<file path="config.mk">
export PLATFORM = sky130hd
export DESIGN_NAME = aclint_apb
export DESIGN_NICKNAME = d
export VERILOG_FILES = /design/src/rtl/aclint_pkg.sv /design/src/rtl/mtime_prescaler.sv /design/src/rtl/aclint_apb.sv
export SDC_FILE = /design/constraint.sdc
export NUM_CORES = 1
export LEC_CHECK = 0
export BUFFER_PORTS_ARGS = -buffer_cell sky130_fd_sc_hd__buf_2
export CAP_MARGIN = 40
export CORE_MARGIN = 3
export CORE_UTILIZATION = 50
export CTS_CLUSTER_SIZE = 8
export DETAILED_ROUTE_END_ITERATION = 10
export PLACE_DENSITY = 0.72
export SLEW_MARGIN = 20
export SYNTH_ARGS = -nofsm -noshare
export SYNTH_HDL_FRONTEND = slang
export SYNTH_HIERARCHICAL = 1
export SYNTH_SLANG_ARGS = --single-unit
</file>
<file path="constraint.sdc">
create_clock -name clk -period 3.05 [get_ports clk]
set_input_delay 0.1525 -clock clk [delete_from_list [all_inputs] [get_ports clk]]
set_output_delay 0.1525 -clock clk [all_outputs]
set_load 0.01 [all_outputs]
</file>
<file path="src/rtl/aclint_pkg.sv">
// Shared constants for the APB machine timer / software interrupt block.
// Register byte offsets and reset values used by aclint_apb.
package aclint_pkg;

    // Byte offsets of the 64-bit-aligned register slots.
    localparam logic [15:0] ACLINT_MSIP     = 16'h0000;
    localparam logic [15:0] ACLINT_MTIMECMP = 16'h4000;
    localparam logic [15:0] ACLINT_MTIME    = 16'hBFF8;
    localparam logic [15:0] ACLINT_SSIP     = 16'hC000;

    // mtimecmp resets to the largest value so no timer interrupt fires
    // until software programs a compare value.
    localparam logic [63:0] MTIMECMP_RST = 64'hFFFF_FFFF_FFFF_FFFF;

endpackage

</file>
<file path="src/rtl/mtime_prescaler.sv">
// Divider for the mtime time base: emits a one-cycle tick every TICK_DIV
// clock cycles. The count runs 0..TICK_DIV-1 and the tick is asserted while
// the count sits at its terminal value.
module mtime_prescaler #(
    parameter int TICK_DIV = 1
) (
    input  logic clk,
    input  logic reset,
    output logic tick_o
);

    // With TICK_DIV=1 a single-bit counter that never leaves 0 keeps the
    // tick permanently asserted.
    localparam int             CW   = (TICK_DIV > 1) ? $clog2(TICK_DIV) : 1;
    localparam logic [CW-1:0]  LAST = CW'(TICK_DIV - 1);

    logic [CW-1:0] count_q;
    logic [CW-1:0] count_d;

    assign tick_o  = (count_q == LAST);
    assign count_d = tick_o ? '0 : count_q + CW'(1);

    // Divider counter, wraps to 0 on the tick edge.
    always_ff @(posedge clk) begin
        if (reset) begin
            count_q <= '0;
        end else begin
            count_q <= count_d;
        end
    end

endmodule

</file>
<file path="src/rtl/aclint_apb.sv">
// APB-attached machine timer and software interrupt source.
// Owns mtime, mtimecmp, msip and (optionally) ssip; drives the timer and
// software interrupt-pending bits sampled by the hart's MIP register.
// Optional feature macro: ACLINT_SSWI_EN enables the ssip register at 0xC000
// and the SSwInt output; without it 0xC000 is unmapped and SSwInt is 0.
module aclint_apb
    import aclint_pkg::*;
#(
    parameter int XLEN     = 64,
    parameter int TICK_DIV = 1
) (
    input  logic              clk,
    input  logic              reset,
    input  logic              PSEL,
    input  logic              PENABLE,
    input  logic              PWRITE,
    input  logic [15:0]       PADDR,
    input  logic [XLEN-1:0]   PWDATA,
    input  logic [XLEN/8-1:0] PSTRB,
    output logic [XLEN-1:0]   PRDATA,
    output logic              PREADY,
    output logic              MTimerInt,
    output logic              MSwInt,
    output logic              SSwInt
);

    logic [63:0] mtime_q;
    logic [63:0] mtime_d;
    logic [63:0] mtimecmp_q;
    logic [63:0] mtimecmp_d;
    logic        msip_q;
    logic        msip_d;
    logic        mtimer_q;
    logic        tick;

    logic        wr_en;
    logic        rd_en;
    logic [15:0] reg_addr;
    logic [63:0] wdata64;
    logic [7:0]  wstrb64;
    logic [63:0] next_time;
    logic [63:0] rdata64;
    logic        sel_mtime;
    logic        sel_mtimecmp;
    logic        sel_msip;
    logic        unused_paddr_lsb;

    mtime_prescaler #(
        .TICK_DIV (TICK_DIV)
    ) u_prescaler (
        .clk    (clk),
        .reset  (reset),
        .tick_o (tick)
    );

    assign PREADY = 1'b1;
    assign wr_en  = PSEL & PENABLE & PWRITE;
    assign rd_en  = PSEL & PENABLE & ~PWRITE;

    // Registers are decoded on their 64-bit slot; the word/byte offset below
    // that only matters for the 32-bit bus half select.
    assign reg_addr         = {PADDR[15:3], 3'b000};
    assign unused_paddr_lsb = ^PADDR[2:0];

    assign sel_mtime    = (reg_addr == ACLINT_MTIME);
    assign sel_mtimecmp = (reg_addr == ACLINT_MTIMECMP);
    assign sel_msip     = (reg_addr == ACLINT_MSIP);

    // Lift the bus write onto a 64-bit data/strobe view so the register
    // update logic is width independent.
    generate
        if (XLEN == 64) begin : g_bus64
            assign wdata64 = PWDATA;
            assign wstrb64 = PSTRB;
        end else begin : g_bus32
            assign wdata64 = {PWDATA, PWDATA};
            assign wstrb64 = PADDR[2] ? {PSTRB, 4'b0000} : {4'b0000, PSTRB};
        end
    endgenerate

    // Time base after this edge if untouched by software. Written bytes
    // replace bytes of this value; carries never reach a written byte.
    assign next_time = mtime_q + {63'b0, tick};

    genvar gi;
    generate
        for (gi = 0; gi < 8; gi++) begin : g_byte_merge
            assign mtime_d[8*gi +: 8] = (wr_en & sel_mtime & wstrb64[gi])
                                      ? wdata64[8*gi +: 8]
                                      : next_time[8*gi +: 8];
            assign mtimecmp_d[8*gi +: 8] = (wr_en & sel_mtimecmp & wstrb64[gi])
                                         ? wdata64[8*gi +: 8]
                                         : mtimecmp_q[8*gi +: 8];
        end
    endgenerate

    assign msip_d = (wr_en & sel_msip & wstrb64[0]) ? wdata64[0] : msip_q;

    // Register file and registered timer compare.
    always_ff @(posedge clk) begin
        if (reset) begin
            mtime_q    <= '0;
            mtimecmp_q <= MTIMECMP_RST;
            msip_q     <= 1'b0;
            mtimer_q   <= 1'b0;
        end else begin
            mtime_q    <= mtime_d;
            mtimecmp_q <= mtimecmp_d;
            msip_q     <= msip_d;
            mtimer_q   <= (mtime_q >= mtimecmp_q);
        end
    end

    assign MTimerInt = mtimer_q;
    assign MSwInt    = msip_q;

`ifdef ACLINT_SSWI_EN
    logic ssip_q;
    logic ssip_d;

    assign ssip_d = (wr_en & (reg_addr == ACLINT_SSIP) & wstrb64[0])
                  ? wdata64[0] : ssip_q;

    // Supervisor software interrupt pending bit.
    always_ff @(posedge clk) begin
        if (reset) begin
            ssip_q <= 1'b0;
        end else begin
            ssip_q <= ssip_d;
        end
    end

    assign SSwInt = ssip_q;
`else
    assign SSwInt = 1'b0;
`endif

    // Read mux from current register values; no bypass of a same-cycle write.
    always_comb begin
        rdata64 = '0;
        if (rd_en) begin
            case (reg_addr)
                ACLINT_MSIP:     rdata64 = {63'b0, msip_q};
                ACLINT_MTIMECMP: rdata64 = mtimecmp_q;
                ACLINT_MTIME:    rdata64 = mtime_q;
`ifdef ACLINT_SSWI_EN
                ACLINT_SSIP:     rdata64 = {63'b0, ssip_q};
`endif
                default:         rdata64 = '0;
            endcase
        end
    end

    generate
        if (XLEN == 64) begin : g_rd64
            assign PRDATA = rdata64;
        end else begin : g_rd32
            assign PRDATA = PADDR[2] ? rdata64[63:32] : rdata64[31:0];
        end
    endgenerate

endmodule

</file>
# Word level (Yosys, flattened, before mapping)
# Cells that the tools add are included.
[word_totals]
reg_bits = 131
inputBits = 93
output_inout_bits = 68
wordCells = 54
[op_classes]
n_addsub = 2
order_cmp = 1
n_eq_ne = 2
muxes = 10
n_bitwise = 25
reduce_logical = 2
[op_table]
columns = ["op", "count"]
rows = [
  ["64-bit one-hot mux with 3 select lines", 1],
  ["64-bit by 1-bit adder with 64-bit output", 1],
  ["64-bit >= comparator", 1],
  ["64-bit 2-to-1 mux", 1],
  ["8-bit 2-to-1 mux", 8],
  ["1-bit bitwise AND", 23],
  ["16-bit logical NOT", 1],
  ["13-bit by 12-bit == test with 1-bit output (second input constant)", 1],
  ["13-bit == test (second input constant)", 1],
  ["1-bit NOT", 2],
  ["2-bit OR reduction", 1],
  ["1-bit adder (second input constant)", 1],
]

# Logic depth before layout (Yosys ltp)
[depth]
ltp_word = 5
depth_mapped = 11
depth_no_buf = 9

# Hierarchy
# The synthesis kept the hierarchy.
[by_module_without_submodules]
columns = ["mod", "n_inst", "cells_per_inst", "area_per_inst_um2", "seq_area_each_um2"]
rows = [
  ["aclint_apb", 1, 1049, 8304.2, 2602.5],
  ["mtime_prescaler", 1, 3, 27.5, 20.0],
]

# Least setup slack after synthesis
# No wires, ideal clock.
[synth_timing]
path_type = "register to register"
from = "register mtime_q[0]"
to = "register mtime_q[54]"
setup_time_ns = 0.086
t_arrival_ns = 2.151
t_required_ns = 2.964
setup_slack_ns = 0.813
path_stages_with_launch = 11
n_path_buf = 2
synth_period_minus_slack_ns = 2.237
path_cell_list = "dfxtp_1 ha_1 ha_1 and3_1 buf_2 nand4_2 or4_1 buf_4 nor4_4 xnor2_1 a211oi_1"
[synth_via]
elab_chain_len = 2
[synth_rtl]
columns = ["item", "line", "text"]
rows = [
  ["start, declared", "aclint_apb.sv:27", "logic [63:0] mtime_q;"],
  ["start signal, assigned", "aclint_apb.sv:107", "mtime_q <= mtime_d;"],
  ["64-bit by 1-bit adder with 64-bit output", "aclint_apb.sv:83", "assign next_time = mtime_q + {63'b0, tick};"],
  ["8-bit 2-to-1 mux", "aclint_apb.sv:89", "? wdata64[8*gi +: 8]"],
]
# No other way between the ends.
# A chain may end at the register's enable or synchronous reset.

# Final worst setup path
[layout_timing]
from = "register mtime_q[0]"
to = "register mtime_q[36]"
# The elaborated chain is that of the path after synthesis.

==> qor.csv <==
metric,value,unit
R2R Path Start,mtime_q[0],
WL final,24080,um
pwr dens,376.0,nW/um^2
hpwl dp,17030,um
Critical Path AT,2950,ps
largest family of logic cells by synthesized area,simple AND/OR/NAND/NOR gates,
die width,135.1,um
R2R Setup Slk,400,ps
"Setup Fix Bufs, Post-CTS",0,
sequential fraction of the synthesis area,31.48,%
Die ar.,18250,um^2
Final #Nets,1391,
P_leak,4.682,nW
Worst Tran Pin Value,780.3,ps
Post-Synth Simple-Gate Area,24.34,%
critical path class,flop to flop,
cell accounting for the most synthesized area,dfxtp_1,
htree depth,4,
R2R depth,8,
drt drc,0,
status,finished clean,
CP Capture Type,flop,
Post-Synth Adder-Cell Area,9.911,%
largest stage delay on the critical path,720,ps
initial core utilization,51.70,%
"Clk Latency, worst-skew pair",420,ps
top-count cell post-synth,dfxtp_1,
Hold Startpoint,PWDATA[22],
Worst-path clk slew,50,ps
Slew Limit Fails,0,
yosys warns,6,
final hold violation count,0,
number of synthesized register bits,131,
number of enable flip-flop cells after synthesis,0,
highest achievable clock rate,0.3770,GHz
Yosys cell types,52,
r2r endpoint,mtime_q[36],
clock root buffer,clkbuf_16,
DR vias,8268,
HP Class,input port to flop,
Final setup viols,0,
hold slack,7.859,ps
Hold Buf Count CTS,60,
DRT antenna net count,0,
CTS Buf Count,17,
wire per inst,16.53,um
total gr overflow,0,
Area Growth Syn to Fin,24.91,%
vias in the first global route,7835,
max_cap viols,0,
fin cells,1457,
post-synthesis async set-or-reset flop share,0,%
hold path depth,3,
CP max stage cell,or4_1,
Synth Area in XOR/XNOR,6.307,%
dpl cell area,9216,um^2
Buffers on Ports,155,
Ant. Diodes,0,
Tcrit/Tclk final,86.98,%
proportion of synthesized area in mux cells,0.6007,%
area of the multi-input gates,5141,um^2
placed cells,1367,
worst path cell trace,ha_1 -> ha_1 -> and3_1 -> nand4_2 -> or4_1 -> nor3_1 -> xnor2_1 -> o21ai_1,
# resized after CTS,0,
Die Y-Extent,135.1,um
Max VDD drop,0.3678,mV
"top cells by area, synth","dfxtp_1, ha_1, nand2_1",
Layout fillers,1420,
number of vias per cell,5.675,
register area,2623,um^2
CP max FO,9,
Post-Syn Instances,1052,
deepest clock path buffer count,2,
Clock Sinks,131,
layout cells sized above 1,18.45,%
Ports,161,
DR iter-0 viols,506,
syn_area_per_cell,7.920,um^2
share of the synthesized area in the top cell type,31.48,%
unrepaired setup endpoints after global routing,false,
Clock Skew,6.057,ps
CTS tree,yes,
Worst Hold End,mtimecmp_q[22],
CP dominant cell by count,ha_1,
Rows,46,
WP data required,3350,ps
GPL Wtd Cong,0.8478,
mapped cell area,8332,um^2
Slew HR,47.98,%
TNS Setup,0,ps
Compound-Gate Fraction of Synth Area,20.11,%
Synth Flop Type,dfxtp_1,
synth cell count leaders,"dfxtp_1, nand2_1, nor2_1",
first-pass GRT wire length,39050,um
initial antenna violation count,0,
Total GRT Usage,26.34,%
final instance area,10410,um^2
Post-Synthesis Net Count,1211,
pin count of the biggest net entering global routing,56,
DR pass1 iterations,5,
core area,16120,um^2
Period minus WS final,2653,ps
startpoint types,flop,
==> per-layer routing <==
layer  share of wire, %  GRT usage [%]
met5                  0              0
met4                1.9          7.895
met3                5.6          4.098
met2                 47          43.86
met1                 46          35.34
==> cell type report <==
type                    instances  area share, %
repair buffers                232          14.68
multi-input cells             775          49.40
clock inverters                 6         0.7694
flip-flops and latches        131          25.20
inverters                      75          2.705
clock buffers                  22          4.653
well taps                     216          2.597
==> through the flow <==
stage                     total power [mW]  worst slack [ps]  utilization, %
after floorplan                      1.800             813.0               -
after global placement               1.898             499.8           57.19
after detailed placement             1.898             418.4           57.19
after CTS                            3.930             409.4           64.42
after global routing                 4.013             151.7           64.58
final                                3.914             397.2           64.58
==> flip-flops by register name, indices dropped and copies added (netlist names) <==
register and cells:
MSwInt 1, MTimerInt 1, mtime_q 64, mtimecmp_q 64, u_prescaler/count_q 1
==> power breakdown <==
group	internal (mW)	leakage, nW	switching, mW
registers	1.72	1.06	0.00312
logic	0.105	3.34	0.100
clock network	1.26	0.283	0.725
==> worst max path at each step <==
stage,from,end,slack (ps)
after floorplan,mtime_q[0],mtime_q[54],810
after global placement,mtime_q[0],mtime_q[54],500
after detailed placement,mtime_q[0],mtime_q[54],420
after CTS,mtime_q[0],mtime_q[54],410
after global routing,mtime_q[0],mtime_q[54],150
final,mtime_q[0],mtime_q[36],400
==> cells in the final DEF, fill, tap and decap left out, types with 28 or more instances in the layout <==
master | netlist | routed
buf_2 | 5 | 155
dfxtp_1 | 131 | 131
nand2_1 | 130 | 130
nor2_1 | 129 | 128
inv_1 | 75 | 74
ha_1 | 66 | 66
o211ai_1 | 64 | 64
a22oi_1 | 63 | 63
dlygate4sd3_1 | 0 | 60
a211oi_1 | 45 | 45
xnor2_1 | 40 | 40
nand3_1 | 28 | 28
==> logic make-up after synthesis <==
| group | count (synthesis) |
|---|---|
| compound gates | 242 |
| xor+xnor | 60 |
| fa+ha+maj | 66 |
| buf+inv | 146 |
| flops | 131 |
| mux | 5 |
| other cells | 3 |
| simple gates | 399 |
==> worst max-delay path, delay by kind of cell (launching register included) <==
kind | cells | cell delay [ps]
fa+ha+maj | 2 | 390
xor+xnor | 1 | 160
simple gates | 4 | 1560
flops | 1 | 350
compound gates | 1 | 70
Power figures use the tool's default switching activity.
